==> config.mk <==
export PLATFORM = sky130hd
export DESIGN_NAME = dmem_arbiter
export DESIGN_NICKNAME = d
export VERILOG_FILES = /design/src/rtl/dmem_arbiter.sv
export SDC_FILE = /design/constraint.sdc
export NUM_CORES = 1
export LEC_CHECK = 0
export CAP_MARGIN = 20
export CORE_AREA = 2 2 116 118
export DETAILED_ROUTE_END_ITERATION = 10
export DIE_AREA = 0 0 118 120
export PLACE_DENSITY = 0.65
export SLEW_MARGIN = 20
export SYNTH_ARGS = -nofsm -noshare
export SYNTH_HDL_FRONTEND = slang
export SYNTH_SLANG_ARGS = --single-unit
==> constraint.sdc <==
create_clock -name Clock -period 2.53 [get_ports Clock]
set_input_delay 0.253 -clock Clock [delete_from_list [all_inputs] [get_ports Clock]]
set_output_delay 0.253 -clock Clock [all_outputs]
set_load 0.01 [all_outputs]
==> src/rtl/dmem_arbiter.sv <==
// rtl/dmem_arbiter.sv - round-robin arbiter sharing the single-port data memory between two requesters
// Each access takes one IDLE cycle and one SERVE cycle; read data and error flags are registered.
module dmem_arbiter #(
  parameter int DATA_W = 32,
  parameter int ADDR_W = 32,
  parameter int MEM_AW = 5
) (
  input  logic              Clock,
  input  logic              Reset,
  input  logic              req0,
  input  logic              req1,
  input  logic              we0,
  input  logic              we1,
  input  logic [ADDR_W-1:0] addr0,
  input  logic [ADDR_W-1:0] addr1,
  input  logic [DATA_W-1:0] wdata0,
  input  logic [DATA_W-1:0] wdata1,
  output logic              ack0,
  output logic              ack1,
  output logic              rvalid0,
  output logic              rvalid1,
  output logic [DATA_W-1:0] rdata0,
  output logic [DATA_W-1:0] rdata1,
  output logic              err0,
  output logic              err1,
  output logic [ADDR_W-1:0] mem_addr,
  output logic [DATA_W-1:0] mem_wdata,
  input  logic [DATA_W-1:0] mem_rdata,
  output logic              mem_rw
);

  typedef enum logic [1:0] {IDLE, SERVE0, SERVE1} state_t;

  state_t state, state_n;
  logic   ptr;
  logic   in0, in1;

  assign in0 = (addr0[ADDR_W-1:MEM_AW] == '0);
  assign in1 = (addr1[ADDR_W-1:MEM_AW] == '0);

  always_ff @(posedge Clock) begin
    if (Reset) begin
      state   <= IDLE;
      ptr     <= 1'b0;
      rvalid0 <= 1'b0;
      rvalid1 <= 1'b0;
      err0    <= 1'b0;
      err1    <= 1'b0;
      rdata0  <= '0;
      rdata1  <= '0;
    end else begin
      state   <= state_n;
      rvalid0 <= 1'b0;
      rvalid1 <= 1'b0;
      err0    <= 1'b0;
      err1    <= 1'b0;
      case (state)
        SERVE0: begin
          ptr <= 1'b1;
          // In-range writes complete silently; everything else returns a response
          if (!we0 || !in0) begin
            rvalid0 <= 1'b1;
            err0    <= !in0;
            rdata0  <= in0 ? mem_rdata : '0;
          end
        end
        SERVE1: begin
          ptr <= 1'b0;
          if (!we1 || !in1) begin
            rvalid1 <= 1'b1;
            err1    <= !in1;
            rdata1  <= in1 ? mem_rdata : '0;
          end
        end
        default: ;
      endcase
    end
  end

  always_comb begin
    state_n   = state;
    ack0      = 1'b0;
    ack1      = 1'b0;
    mem_addr  = '0;
    mem_wdata = '0;
    mem_rw    = 1'b0;
    case (state)
      IDLE: begin
        if (req0 && req1)
          state_n = ptr ? SERVE1 : SERVE0;
        else if (req0)
          state_n = SERVE0;
        else if (req1)
          state_n = SERVE1;
      end
      SERVE0: begin
        ack0      = 1'b1;
        mem_addr  = addr0;
        mem_wdata = wdata0;
        // Gated by Reset so an access interrupted by reset never lands
        mem_rw    = we0 & in0 & ~Reset;
        state_n   = IDLE;
      end
      SERVE1: begin
        ack1      = 1'b1;
        mem_addr  = addr1;
        mem_wdata = wdata1;
        mem_rw    = we1 & in1 & ~Reset;
        state_n   = IDLE;
      end
      default: state_n = IDLE;
    endcase
  end

endmodule

== After elaboration in Yosys (flattened, before gate mapping) ==
Index checks and enable logic that the tools add are counted.

* Register bits: 71

* Eq/ne operators: 2
* Bitwise gates (word level): 10
* Multiplexer cells: 14
* Reduce and logical (&&, ||, !) cells: 19

{| class="wikitable"
|+ Operator list
! kind !! count
|-
| $pmux 32 s2 || 2
|-
| $mux 32 || 2
|-
| $logic_not 27->1 || 2
|-
| $mux 2 || 4
|-
| $not 1->1 || 6
|-
| $reduce_or 2->1 || 3
|-
| $reduce_or 3->1 || 2
|-
| $and 1x1->1 || 4
|-
| $logic_not 1->1 || 4
|-
| $mux 1 || 4
|-
| $pmux 1 s2 || 2
|-
| $reduce_and 2->1 || 2
|-
| $reduce_bool 3->1 || 1
|-
| $eq 2x1->1 const B || 1
|-
| $eq 2x2->1 const B || 1
|-
| $logic_not 2->1 || 1
|-
| $logic_or 1x1->1 || 2
|-
| $reduce_bool 2->1 || 1
|-
| $logic_and 1x1->1 || 1
|}

== Depth between registers and ports, before layout ==
* Depth after elaboration: 5
* Mapped depth: 6
* Depth with buffers taken out: 5

== Worst setup path after synthesis ==
Ideal clock, no wire load.

* Path kind: register -> output
* Start: register state[0]
* End: output port mem_addr[0]
* Slack: 681 ps
* Data arrival time: 1,596 ps
* Required time: 2,277 ps
* Cell stages (with the launch flop): 7
* Path through: dfxtp_1 -> inv_1 -> ha_1 -> and2_1 -> clkbuf_1 -> buf_1 -> a22o_1

* Longest elaborated chain between the ends: 2
* Elaborated cells between the ends (all ways): 3
* Classes of those cells: 2 x eq/ne; 1 x mux

{| class="wikitable"
|+ Ends and longest elaborated chain
! what !! RTL line !! source
|-
| from (decl) || 34 || <nowiki>state_t state, state_n;</nowiki>
|-
| from (signal assigned) || 52 || <nowiki>state <= state_n;</nowiki>
|-
| $eq 2x2->1 / $eq 2x1->1 (equally long branches) || 87 || <nowiki>case (state)</nowiki>
|-
| $pmux 32 s2 (*) || 87 ||
|-
| to (decl) || 26 || <nowiki>output logic [ADDR_W-1:0] mem_addr,</nowiki>
|}

Mark *: on every way between the ends. The rest lies on a longest branch, timed or not.

== Worst setup path after layout ==
* Start: register state[0]
* End: output port mem_wdata[26]

* Longest elaborated chain between the ends: 2
* Elaborated cells between the ends (all ways): 3
* Classes of those cells: 2 x eq/ne; 1 x mux

{| class="wikitable"
|+ Ends and longest elaborated chain
! what !! RTL line !! source
|-
| $eq 2x2->1 / $eq 2x1->1 (equally long branches) || 87 ||
|-
| $pmux 32 s2 (*) || 87 ||
|-
| to (decl) || 27 || <nowiki>output logic [DATA_W-1:0] mem_wdata,</nowiki>
|}

Marked as above.

==> impl_metrics.env <==
export IMPL_drtIter0Drc=146
export IMPL_fp_row_count=42
export IMPL_crit_fanout=20
export IMPL_drt_wirelength_per_cell_um=21.1
export IMPL_post_route_min_period_ns=2.45
export IMPL_post_cts_setup_buffers=0
export IMPL_cp_endpoint="mem_wdata[26]"
export IMPL_wl_met3_mm=1.41
export IMPL_gp_congestion=0.987
export IMPL_start_kind="flop"
export IMPL_yosysWarnings=0
export IMPL_die_area_um2=14200
export IMPL_die_y_um=120
export IMPL_cts_max_level=3
export IMPL_p_per_area_nw_per_um2=447
export IMPL_clk_latency_ns=0.33
export IMPL_grt_setup_unrepaired="no"
export IMPL_pin_count=301
export IMPL_peakVddDrop_mv=0.393
export IMPL_synth_net_count=447
export IMPL_p_leak_nw=2.66
export IMPL_syn_to_final_growth_pct=121
export IMPL_ys_top_cells_by_area="dfxtp_1 (46%), a22o_1 (35%), nor4_2 (3.2%), nor4_4 (1.4%), ha_1 (1.2%)"
export IMPL_min_period_over_period_pct=96.7
export IMPL_crit_required_ns=2.28
export IMPL_ff2ff_setup_slack_ns=0.90
export IMPL_firstDrtPassIters=4
export IMPL_cts_buffer_depth=2
export IMPL_cts_root_buf="clkbuf_16"
export IMPL_finalWirelength_mm=16.3
export IMPL_grt_pass1_wl_mm=23.8
export IMPL_fin_util_pct=53.1
export IMPL_worstMarginPinSlew_ns=0.293
export IMPL_hold_depth=1
export IMPL_placedCellCount=753
export IMPL_wl_met2_mm=8.05
export IMPL_syn_instance_count=278
export IMPL_regToRegEndpoint="rdata1[1]"
export IMPL_io_buffers=300
export IMPL_worstSetupStartpoint="state[0]"
export IMPL_nets=758
export IMPL_hp_class="flop to flop"
export IMPL_skew_ns=0.00744
export IMPL_synth_area_um2=3120
export IMPL_hold_viol_final=0
export IMPL_grt_pass1_vias=3890
export IMPL_start_util_pct=24.0
export IMPL_grt_max_degree=33
export IMPL_ys_types=26
export IMPL_cts_tree="done"
export IMPL_final_common_cell="clkdlybuf4s50_1"
export IMPL_stdcell_count=775
export IMPL_final_setup_worst_slack_ns=0.0838
export IMPL_remaining_drc_errors=0
export IMPL_met1_length_mm=6.51
export IMPL_crit_type="flop to output pin"
export IMPL_postCtsHoldBufs=0
export IMPL_post_route_cells_drive_above_1_share_pct=10.8
export IMPL_cap_violations=0
export IMPL_r2r_start="state[0]"
export IMPL_dp_hpwl_mm=13.1
export IMPL_fill_cells=1187
export IMPL_synth_top_area_share_pct=45.6
export IMPL_top_layer_used="met5"
export IMPL_seq_area_frac_synth_pct=45.6
export IMPL_via_per_inst=4.88
export IMPL_fp_coreArea_um2=13000
export IMPL_max_slew_margin_pct=80.3
export IMPL_r2r_cells=7
export IMPL_cts_buffers=9
export IMPL_fp_dieW_um=118
export IMPL_seq_area_um2=1420
export IMPL_ys_seq_elements=71
export IMPL_grt_antenna_before_repair=6
export IMPL_clock_sinks=71
export IMPL_syn_avg_cell_area_um2=11.2
export IMPL_mostFrequentLayoutCells="clkdlybuf4s50_1 (286), a22o_1 (125), dfxtp_1 (71), buf_4 (15), clkbuf_16 (10)"
export IMPL_ant_nets=0
export IMPL_fmax_ghz=0.409
export IMPL_holdWs_ns=0.476
export IMPL_dp_slack_ns=-0.0537
export IMPL_grt_overflow=0
export IMPL_power_total_mw=3.08
export IMPL_status="finished clean"
export IMPL_cp_end_kind="output pin"
export IMPL_grt_usage_pct=21.9
export IMPL_final_max_slew_viol_count=0
export IMPL_multiInputGateArea_um2=1610
export IMPL_clk_pin_slew_ns=0.07
export IMPL_crit_arrival_ns=2.19
export IMPL_yosys_area_top_type="dfxtp_1"
export IMPL_setup_viol=0
export IMPL_via_count=3781
-- layout make-up --
class / instances / share of cell area (%)
antenna: 5 / 0.182
multi-input combinational: 178 / 23.3
inverter: 3 / 0.163
clock buffer: 9 / 3.27
clock inverter: 7 / 0.890
tap: 176 / 3.20
sequential: 71 / 20.6
timing repair buffer: 326 / 48.3
-- repair_timing --
| action | 4_1_cts | 5_1_grt |
|---|---|---|
| setup endpoints to repair | 51 | 31 |
| gates cloned | 0 | 1 |
| resized for setup | 19 | 9 |
| pin swaps | 0 | 1 |
-- per-stage QoR --
step | area, um^2 | setup TNS, ns
3_5_place_dp | 6500 | -0.0537
3_3_place_gp | 6500 | -0.107
4_1_cts | 6810 | -0.00434
2_1_floorplan | 3120 | 0
5_1_grt | 6890 | 0
6_report | 6890 | 0
-- layer usage --
metal	vias to the layer above	global-route usage [%]
li1	1767	-
met3	21	7.89
met4	2	7.68
met1	1816	25.7
met5	-	0
met2	175	37.0
-- cells by family (layout without fill, tap and decap cells) --
| family | count (synthesis) | in the layout | synth area share (%) |
|---|---|---|---|
| buffers and inverters | 29 | 345 | 4.82 |
| and+or+nand+nor | 39 | 39 | 10.0 |
| AOI/OAI and AO/OA | 136 | 136 | 38.4 |
| DFF | 71 | 71 | 45.6 |
| adders and majority gates | 3 | 3 | 1.20 |
| other | 0 | 5 | 0 |
-- how the worst min path moves through the flow --
| stage | startpoint | endpoint | slack (ns) |
|---|---|---|---|
| floorplan | Reset | ptr | 0.33 |
| global placement | rdata0[0] | rdata0[0] | 0.46 |
| detailed placement | rdata0[13] | rdata0[13] | 0.46 |
| CTS | rdata0[22] | rdata0[22] | 0.48 |
| global route | rdata0[9] | rdata0[9] | 0.49 |
| finish | rdata0[21] | rdata0[21] | 0.48 |
-- state kept, by name, summed over array words and instances, names as in the netlist --
register / cells
err0: 1
rvalid0: 1
err1: 1
rdata1: 32
ptr: 1
rvalid1: 1
state: 2
rdata0: 32
-- power by group --
| part | internal (mW) | leakage [nW] | switching (mW) |
|---|---|---|---|
| clock | 0.683 | 0.135 | 0.545 |
| sequential | 1.13 | 0.573 | 0.00463 |
| combinational | 0.443 | 1.95 | 0.273 |
-- synthesized netlist by cell type (all sizes together) --
cell and number:
a2bb2oi 1, a22o 128, a21oi 3, dfxtp 71, nor2 6, nand2b 4
ha 3, o21a 1, o21bai 1, inv 3, nand3b 2, nor3 3
buf 18, nand4 2, nor4 16, nand3 2, clkbuf 8, o32ai 2
nand2 2, and2 2
-- critical path: stages, from the launching register on --
cell and delay (ns):
dfxtp_1 0.36, inv_1 0.10, ha_4 0.29, and2_4 0.23, buf_12 0.17, a22o_1 0.16, clkdlybuf4s50_1 0.54
Note: power is estimated with default switching activity, not from simulation.
